==> src/rtl/emu_step_transactor.sv <==
// Byte-serial co-emulation transactor: host-loaded stimulus shadow, counted DUT bursts, auto-capture.
// Optional macro EMU_BREAK_EN adds dut_brk/brk_hit for an early break-stop of a run.
module emu_step_transactor #(
   parameter int N_STIM = 5,
   parameter int N_OUT  = 5,
   parameter int AW     = 3,
   parameter int CNT_W  = 16
) (
   input  logic                 clk,
   input  logic                 reset_n,
   input  logic [7:0]           host_din,
   input  logic [AW-1:0]        host_addr,
   input  logic                 host_wr,
   input  logic                 host_load,
   input  logic                 host_get,
   input  logic                 host_run,
   input  logic [CNT_W-1:0]     host_cnt,
   output logic [7:0]           host_dout,
   output logic                 busy,
   output logic                 done,
   output logic [8*N_STIM-1:0]  stim_vec,
   input  logic [8*N_OUT-1:0]   out_vec,
   output logic                 dut_ce
`ifdef EMU_BREAK_EN
   ,
   input  logic                 dut_brk,
   output logic                 brk_hit
`endif
);

   typedef enum logic [1:0] {IDLE, RUN, CAPTURE} state_t;

   state_t           state;
   logic [CNT_W-1:0] count;
   logic [7:0]       shadow  [N_STIM];
   logic [7:0]       out_reg [N_OUT];
   logic [7:0]       rd_byte;
   logic             brk_now;

`ifdef EMU_BREAK_EN
   assign brk_now = dut_brk & dut_ce;
`else
   assign brk_now = 1'b0;
`endif

   // Unmapped read addresses return zero.
   always_comb begin
      rd_byte = 8'h00;
      for (int i = 0; i < N_OUT; i++) begin
         if (host_addr == AW'(i)) rd_byte = out_reg[i];
      end
   end

   always_ff @(posedge clk or negedge reset_n) begin
      if (!reset_n) begin
         state     <= IDLE;
         count     <= '0;
         busy      <= 1'b0;
         done      <= 1'b0;
         dut_ce    <= 1'b0;
         stim_vec  <= '0;
         host_dout <= 8'h00;
         for (int i = 0; i < N_STIM; i++) shadow[i] <= 8'h00;
         for (int i = 0; i < N_OUT; i++) out_reg[i] <= 8'h00;
`ifdef EMU_BREAK_EN
         brk_hit   <= 1'b0;
`endif
      end else begin
         done      <= 1'b0;
         host_dout <= rd_byte;

         // Shadow writes are accepted in every state; out-of-range addresses match nothing.
         for (int i = 0; i < N_STIM; i++) begin
            if (host_wr && host_addr == AW'(i)) shadow[i] <= host_din;
         end

         case (state)
            IDLE: begin
               if (host_load) begin
                  for (int i = 0; i < N_STIM; i++) stim_vec[8*i +: 8] <= shadow[i];
               end
               if (host_run) begin
                  count <= host_cnt;
                  busy  <= 1'b1;
`ifdef EMU_BREAK_EN
                  brk_hit <= 1'b0;
`endif
                  if (host_cnt != '0) begin
                     state  <= RUN;
                     dut_ce <= 1'b1;
                  end else begin
                     state  <= CAPTURE;
                  end
               end else if (host_get) begin
                  for (int i = 0; i < N_OUT; i++) out_reg[i] <= out_vec[8*i +: 8];
               end
            end

            RUN: begin
               if (count != '0) count <= count - CNT_W'(1);
               // count==1 marks the last enabled cycle of the burst.
               if (count <= CNT_W'(1) || brk_now) begin
                  state  <= CAPTURE;
                  dut_ce <= 1'b0;
`ifdef EMU_BREAK_EN
                  if (brk_now) brk_hit <= 1'b1;
`endif
               end
            end

            CAPTURE: begin
               for (int i = 0; i < N_OUT; i++) out_reg[i] <= out_vec[8*i +: 8];
               busy  <= 1'b0;
               done  <= 1'b1;
               state <= IDLE;
            end

            default: begin
               state  <= IDLE;
               busy   <= 1'b0;
               dut_ce <= 1'b0;
            end
         endcase
      end
   end

endmodule

==> config.mk <==
export PLATFORM = sky130hd
export DESIGN_NAME = emu_step_transactor
export DESIGN_NICKNAME = d
export VERILOG_FILES = /design/src/rtl/emu_step_transactor.sv
export SDC_FILE = /design/constraint.sdc
export NUM_CORES = 1
export LEC_CHECK = 0
export ABC_AREA = 1
export CORE_MARGIN = 2
export CORE_UTILIZATION = 45
export CTS_BUF_LIST = sky130_fd_sc_hd__clkbuf_4 sky130_fd_sc_hd__clkbuf_8 sky130_fd_sc_hd__clkbuf_16
export CTS_CLUSTER_SIZE = 8
export DETAILED_ROUTE_END_ITERATION = 16
export GPL_ROUTABILITY_DRIVEN = 0
export MAX_ROUTING_LAYER = met4
export PLACE_DENSITY = 0.78
export SLEW_MARGIN = 25
export SYNTH_ARGS = -nofsm -noshare
export SYNTH_HDL_FRONTEND = slang
export SYNTH_SLANG_ARGS = --single-unit
==> constraint.sdc <==
create_clock -name clk -period 1.7 [get_ports clk]
set_input_delay 0.17 -clock clk [delete_from_list [all_inputs] [get_ports clk]]
set_output_delay 0.17 -clock clk [all_outputs]
set_load 0.005 [all_outputs]
==> out/results.tsv, run 1 <==
stage	metric	value	unit
timing	Max Slew Vio Count	0	
placed_design	pre-CTS setup slack	-0.02283	ns
yosys	Syn Nets	785	
drt	DR WL/cell	14.37	µm
drt	drt total wl	15.02	mm
critical_path	critical path class	reg2reg	
yosys	Yosys cell types	30	
grt	vias in the first global route	4960	
drt	Remaining DRCs	0	
timing	relative max-transition margin	72.12	%
critical_path	origin of the critical flop-to-flop path	state[1]	
placed_design	dpl hpwl	10.73	mm
yosys	sequential share of the synthesized area	57.53	%
finish	design area	8685	µm²
timing	slack of the critical path	0.09487	ns
status	status	completed	
pwr	PwrDens	1677	nW/µm²
yosys	asr flop ratio synth	100.0	%
pwr	Design Power	14.57	mW
clocking	clk sinks	149	
min_path	worst hold path class	in2async	
drt	drt first-iter violations	391	
yosys	Yosys warning count	0	
yosys	FF+latch count, synth	149	
timing	Tightest Pin Transition	0.4181	ns
yosys	Post-synth top cells	nand2_1, dfrtp_1, inv_1	
timing	clock period minus final worst setup slack	1.605	ns
clocking	CTS buffer count	17	
critical_path	critical path arrival	1.90	ns
clocking	Clock Tree Root	clkbuf_16	
clocking	Reg clk slew, reported paths	0.06	ns
yosys	EDFF count, synth	0	
floorplanning	standard-cell rows	43	
finish	Layout fillers	1184	
clocking	worst-skew pair later-pin latency	0.42	ns
finish	antenna diode count	0	
yosys	Syn Inst Count	709	
clocking	Max clock buf depth	2	
floorplanning	Core ar.	13990	µm²
finish	layout cell share with drive strength beyond 1	14.22	%
timing	Max Fclk	623.0	MHz
floorplanning	Die Span X	124.0	µm
clocking	CTS tree	done	
timing	hold slack	0.2439	ns
yosys	synthesized area per cell	9.141	µm²
critical_path	critical path cell sequence	inv_2 -> nand2_1 -> inv_1 -> nand2_2 -> buf_12 -> mux2_2	
grt	initial antenna violation count	0	
pwr	Clock power frac	25.6	%
timing	Finish-stage setup viols	0	
yosys	Area contributors post-synth	dfrtp_1, nand2_1, mux2_2	
critical_path	slowest CP cell	dfrtp_1	
floorplanning	Die Y	124.0	µm
drt	vias	5169	
clocking	H-tree depth reported by CTS	4	
grt	remaining global-route overflow	0	
yosys	Most used DFF post-synth	dfrtp_1	
pwr	switching power	4.862	mW
critical_path	Largest stage delay, worst path	0.43	ns
drt	DR pass1 iterations	5	
timing	Tcrit/Tclk final	94.42	%
pwr	peak supply drop	0.8128	mV
placed_design	placed inst area	8070	µm²
critical_path	RR Endpoint	stim_vec[2]	
grt	first-pass GRT wire length	24.50	mm
yosys	most instantiated library cell after synthesis	nand2_1	
floorplanning	die footprint	15380	µm²
critical_path	Max Fanout on Critical Path	40	
critical_path	Worst EP required	2.00	ns
critical_path	CP Capture Type	register	
timing	unrepaired setup endpoints after global routing	false	
critical_path	r2r worst-path depth	6	
pwr	Pint	9.705	mW
grt	largest net degree at the start of global routing	81	
finish	Total Nets Final	928	
yosys	Yosys top cell by area	dfrtp_1	
drt	Post-DRT Antenna Nets	0	
critical_path	Worst Path Buf+Inv	3	
run	max cap viols	0	
finish	register area	3729	µm²
grt	GRT Util Overall	21.78	%
yosys	post-synth top area share	57.53	%
finish	area of the multi-input gates	2372	µm²
critical_path	Crit path depth	6	
critical_path	crit start category	register	
pwr	Leak Pwr	4.226	nW
pwr	sequential share of power	40.1	%
timing	Fin. Hold Viols	0	
timing	skew final	0.006800	ns
finish	Area Overhead vs Synth	34.00	%
drt	Avg Vias per Cell	4.946	
floorplanning	starting density of the core	46.33	%
critical_path	family with the most delay on the worst path	flip-flops	
pwr	Gate power share	34.3	%
floorplanning	I/O pins	124	
critical_path	worst reg-to-reg setup slack	0.09	ns
placed_design	Port Buf Inserts	123	
yosys	Netlist Area Pre-Place	6481	µm²
pwr	Sw Share	33.38	%
[placed cells by master (no fill, tap or decap), types with 2 or more instances in the layout]
master and n:
nand2_1 218, dfrtp_1 149, clkdlybuf4s50_1 122, inv_1 67
o21ai_0 67, nor2_1 43, mux2_2 39, nand3_1 29
o21ai_1 28, clkbuf_16 17, buf_4 16, inv_2 8
a21oi_1 8, clkinvlp_4 7, nor2_2 6, buf_12 6
nand2_2 4, o21ai_2 4, nor3_4 3, ha_1 3
inv_6 3, bufinv_16 2
[power groups by stage]
stage,logic [mW],clock network (mW),registers [mW]
finish,5.00,3.73,5.84
global route,5.67,3.98,6.00
CTS,5.03,3.82,5.83
detailed placement,5.02,0,5.86
global placement,4.85,0,5.83
floorplan,2.94,0,5.66
[metal layers]
metal,global-route usage [%],vias up,wire (µm)
met4,7.795,0,313
met3,5.311,23,817
li1,-,2549,-
met2,32.86,152,7088
met5,-,-,0
met1,28.89,2445,6796
[cell type report]
| type | instances | area share (%) |
|---|---|---|
| clock buffers | 19 | 5.143 |
| clock inverters | 13 | 1.700 |
| inverters | 75 | 3.242 |
| multi-input cells | 463 | 27.32 |
| flip-flops and latches | 149 | 42.93 |
| well taps | 180 | 2.593 |
| repair buffers | 146 | 17.07 |
[how the worst max path moves through the flow]
stage,from,endpoint,slack (ns)
detailed placement,host_addr[0],host_dout[1],-0.02
global route,count[0],count[13],0.003
floorplan,count[0],count[4],0.22
global placement,host_addr[2],host_dout[1],0.03
finish,state[1],stim_vec[2],0.09
CTS,state[1],out_reg[9],0.06
[logic make-up (layout without fill, tap and decap cells)]
group	Yosys count	after routing	share of synthesized area, %
mux	40	40	6.950
fa+ha+maj	3	3	0.5792
buf+inv	97	253	6.178
compound gates	110	110	8.938
xor+xnor	1	1	0.1352
flops	149	149	57.53
simple gates	309	309	19.69
[per-stage QoR]
step | cells | TNS (ns) | util [%]
final | 1045 | 0 | 62.08
after detailed placement | 1012 | -0.02283 | 57.69
after global routing | 1045 | 0 | 62.08
after floorplan | 709 | 0 | -
after global placement | 1012 | 0 | 57.69
after CTS | 1045 | 0 | 62.01
[repair_timing]
action,in CTS,in global routing
hold buffers,1,0
endpoints found under the setup margin,0,43
resized for setup,0,5
endpoints found under the hold margin,41,0
setup buffers,0,0
Note: power is estimated with default switching activity, not from simulation.
==> inputs of run 2 (changes only) <==
Settings changed: CAP_MARGIN set to 10, CORE_UTILIZATION 45 to 52, PLACE_DENSITY 0.78 to 0.87, TNS_END_PERCENT set to 20.
==> run 2 against run 1 <==
Compared with the run above:
- die area is 13% lower
- critical path depth did not move
- non-clock buffer count grew 4
==> out/results.tsv, run 2 (synthesis results as in run 1) <==
stage	metric	value	unit	change
pwr	Design Power	14.94	mW	+2.6%
drt	Post-DRT Antenna Nets	0		unchanged
run	max cap viols	0		unchanged
floorplanning	Core ar.	12110	µm²	-13%
critical_path	Max Fanout on Critical Path	22		-45%
critical_path	critical path cell sequence	inv_2 -> nand2_1 -> inv_1 -> nand2_2 -> buf_12 -> mux2_2		
clocking	CTS buffer count	17		unchanged
floorplanning	Die Y	115.6	µm	-6.7%
drt	Remaining DRCs	0		unchanged
finish	layout cell share with drive strength beyond 1	14.38	%	+0.16 points
grt	GRT Util Overall	26.15	%	+4.4 points
critical_path	Worst EP required	2.00	ns	about the same
floorplanning	standard-cell rows	40		-7.0%
critical_path	slowest CP cell	dfrtp_1		
finish	leading cell type in the layout, fill and taps excluded	nand2_1		
floorplanning	starting density of the core	53.51	%	+7.2 points
timing	clock period minus final worst setup slack	1.576	ns	-0.02890 ns
pwr	Leak Pwr	4.291	nW	+1.5%
finish	Area Overhead vs Synth	34.81	%	
finish	antenna diode count	0		unchanged
status	status	completed		
placed_design	dpl hpwl	10.96	mm	+2.2%
clocking	H-tree depth reported by CTS	4		unchanged
timing	relative max-transition margin	74.51	%	+2.4 points
timing	Tcrit/Tclk final	92.72	%	-1.7 points
grt	first-pass GRT wire length	25.89	mm	+5.7%
drt	drt first-iter violations	360		-7.9%
pwr	PwrDens	1710	nW/µm²	+2.0%
timing	Max Slew Vio Count	0		unchanged
placed_design	Placed Cells	1004		-0.79%
finish	most frequent cells in the layout	nand2_1, dfrtp_1, clkdlybuf4s50_1		
min_path	worst hold path class	in2async		
drt	Avg Vias per Cell	5.154		+4.2%
clocking	Reg clk slew, reported paths	0.07	ns	about the same
clocking	Clock Tree Root	clkbuf_16		
timing	Tightest Pin Transition	0.3824	ns	-0.03577 ns
grt	vias in the first global route	5368		+8.2%
grt	remaining global-route overflow	0		unchanged
finish	Total Nets Final	932		+0.43%
drt	DR WL/cell	15.06	µm	+4.8%
drt	DR pass1 iterations	5		unchanged
timing	Max Fclk	634.4	MHz	+1.8%
grt	largest net degree at the start of global routing	54		-33%
timing	unrepaired setup endpoints after global routing	false		
clocking	clk sinks	149		unchanged
floorplanning	Die Span X	115.6	µm	-6.7%
clocking	CTS tree	done		
pwr	peak supply drop	0.9233	mV	+14%
critical_path	critical path class	reg2reg		
floorplanning	I/O pins	124		unchanged
critical_path	critical path arrival	1.88	ns	-0.02 ns
critical_path	CP Capture Type	register		
placed_design	Port Buf Inserts	123		unchanged
timing	skew final	0.009896	ns	+0.003096 ns
finish	fin cells	1037		-0.77%
floorplanning	die footprint	13370	µm²	-13%
drt	vias	5345		+3.4%
timing	Fin. Hold Viols	0		unchanged
clocking	Max clock buf depth	2		unchanged
timing	Finish-stage setup viols	0		unchanged
clocking	Post-CTS Setup Inserts	0		unchanged
critical_path	crit start category	register		
clocking	worst-skew pair later-pin latency	0.42	ns	about the same
grt	initial antenna violation count	0		unchanged
critical_path	Largest stage delay, worst path	0.42	ns	about the same
drt	drt total wl	15.61	mm	+4.0%
==> run 2: cell count changes in the layout (fill, tap and decap cells not counted) <==
cell,change
buf_12,+1
buf_4,+3
clkbuf_4,-1
clkinv_8,+1
clkinvlp_4,-7
inv_1,+1
inv_2,-1
inv_6,+3
inv_8,+4
nand2_1,+1
nand2_2,-1
==> run 2: where the power goes <==
| group | switching, mW | total, mW | leakage (nW) | internal (mW) |
|---|---|---|---|---|
| sequential | 0.904 | 5.84 | 1.86 | 4.93 |
| combinational | 2.56 | 5.19 | 2.12 | 2.62 |
| clock | 1.64 | 3.92 | 0.307 | 2.28 |
==> run 2: worst max-delay path, delay by kind of cell, from the launching register on <==
family,cells,cell delay (ns)
flip-flops,1,0.42
buffers and inverters,3,0.38
multiplexers,1,0.36
AND/OR/NAND/NOR,2,0.29
==> run 2: what timing repair did <==
item | in CTS | in global routing
endpoints found under the hold margin | 40 | 0
hold buffers | 1 | 0
setup endpoints to repair | 0 | 13
gates resized for setup | 0 | 4
==> run 2: path summary, 6_finish.rpt <==
check,from,endpoint,slack (ns),cells past startpoint
max in group asynchronous,reset_n,shadow[35],0.78,3
max reg2reg,state[1],stim_vec[30],0.12,6
max,state[1],stim_vec[30],0.12,6
min in group clk,out_vec[33],out_reg[1],0.29,3
min,reset_n,out_reg[33],0.21,2
min reg2reg,out_reg[12],host_dout[4],0.49,2
==> run 2: metrics by stage <==
step	hold WS (ns)	setup WS, ns	cell area, µm²	utilization, %	TNS (ns)
detailed placement	0.09873	-0.02726	8095	66.84	-0.02726
global route	0.2543	0.008505	8737	72.14	0
floorplan	-0.1256	0.2163	6481	-	0
finish	0.2126	0.1238	8737	72.14	0
global placement	0.09283	0.05760	8095	66.84	0
CTS	0.2197	0.08198	8727	72.06	0
==> run 2: layout make-up <==
cell class	instances	area, µm²
clock inverter	14	182.7
tap	168	210.2
inverter	75	281.5
sequential	149	3729
clock buffer	18	439.2
multi-input combinational	463	2370
fill	883	3374
timing repair buffer	150	1525
==> run 2: per-layer routing <==
metal	track usage, %	vias to the layer above	part of all wire (%)
li1	-	2566	-
met3	5.335	39	5.7
met1	32.37	2531	42
met5	-	-	0
met2	42.07	209	50
met4	11.27	0	3.0
==> inputs of run 3 (changes only) <==
Settings changed: HOLD_SLACK_MARGIN set to 0.02.
==> results of run 3 <==
No change in the layout: final DEF, timing and power equal those of run 2.
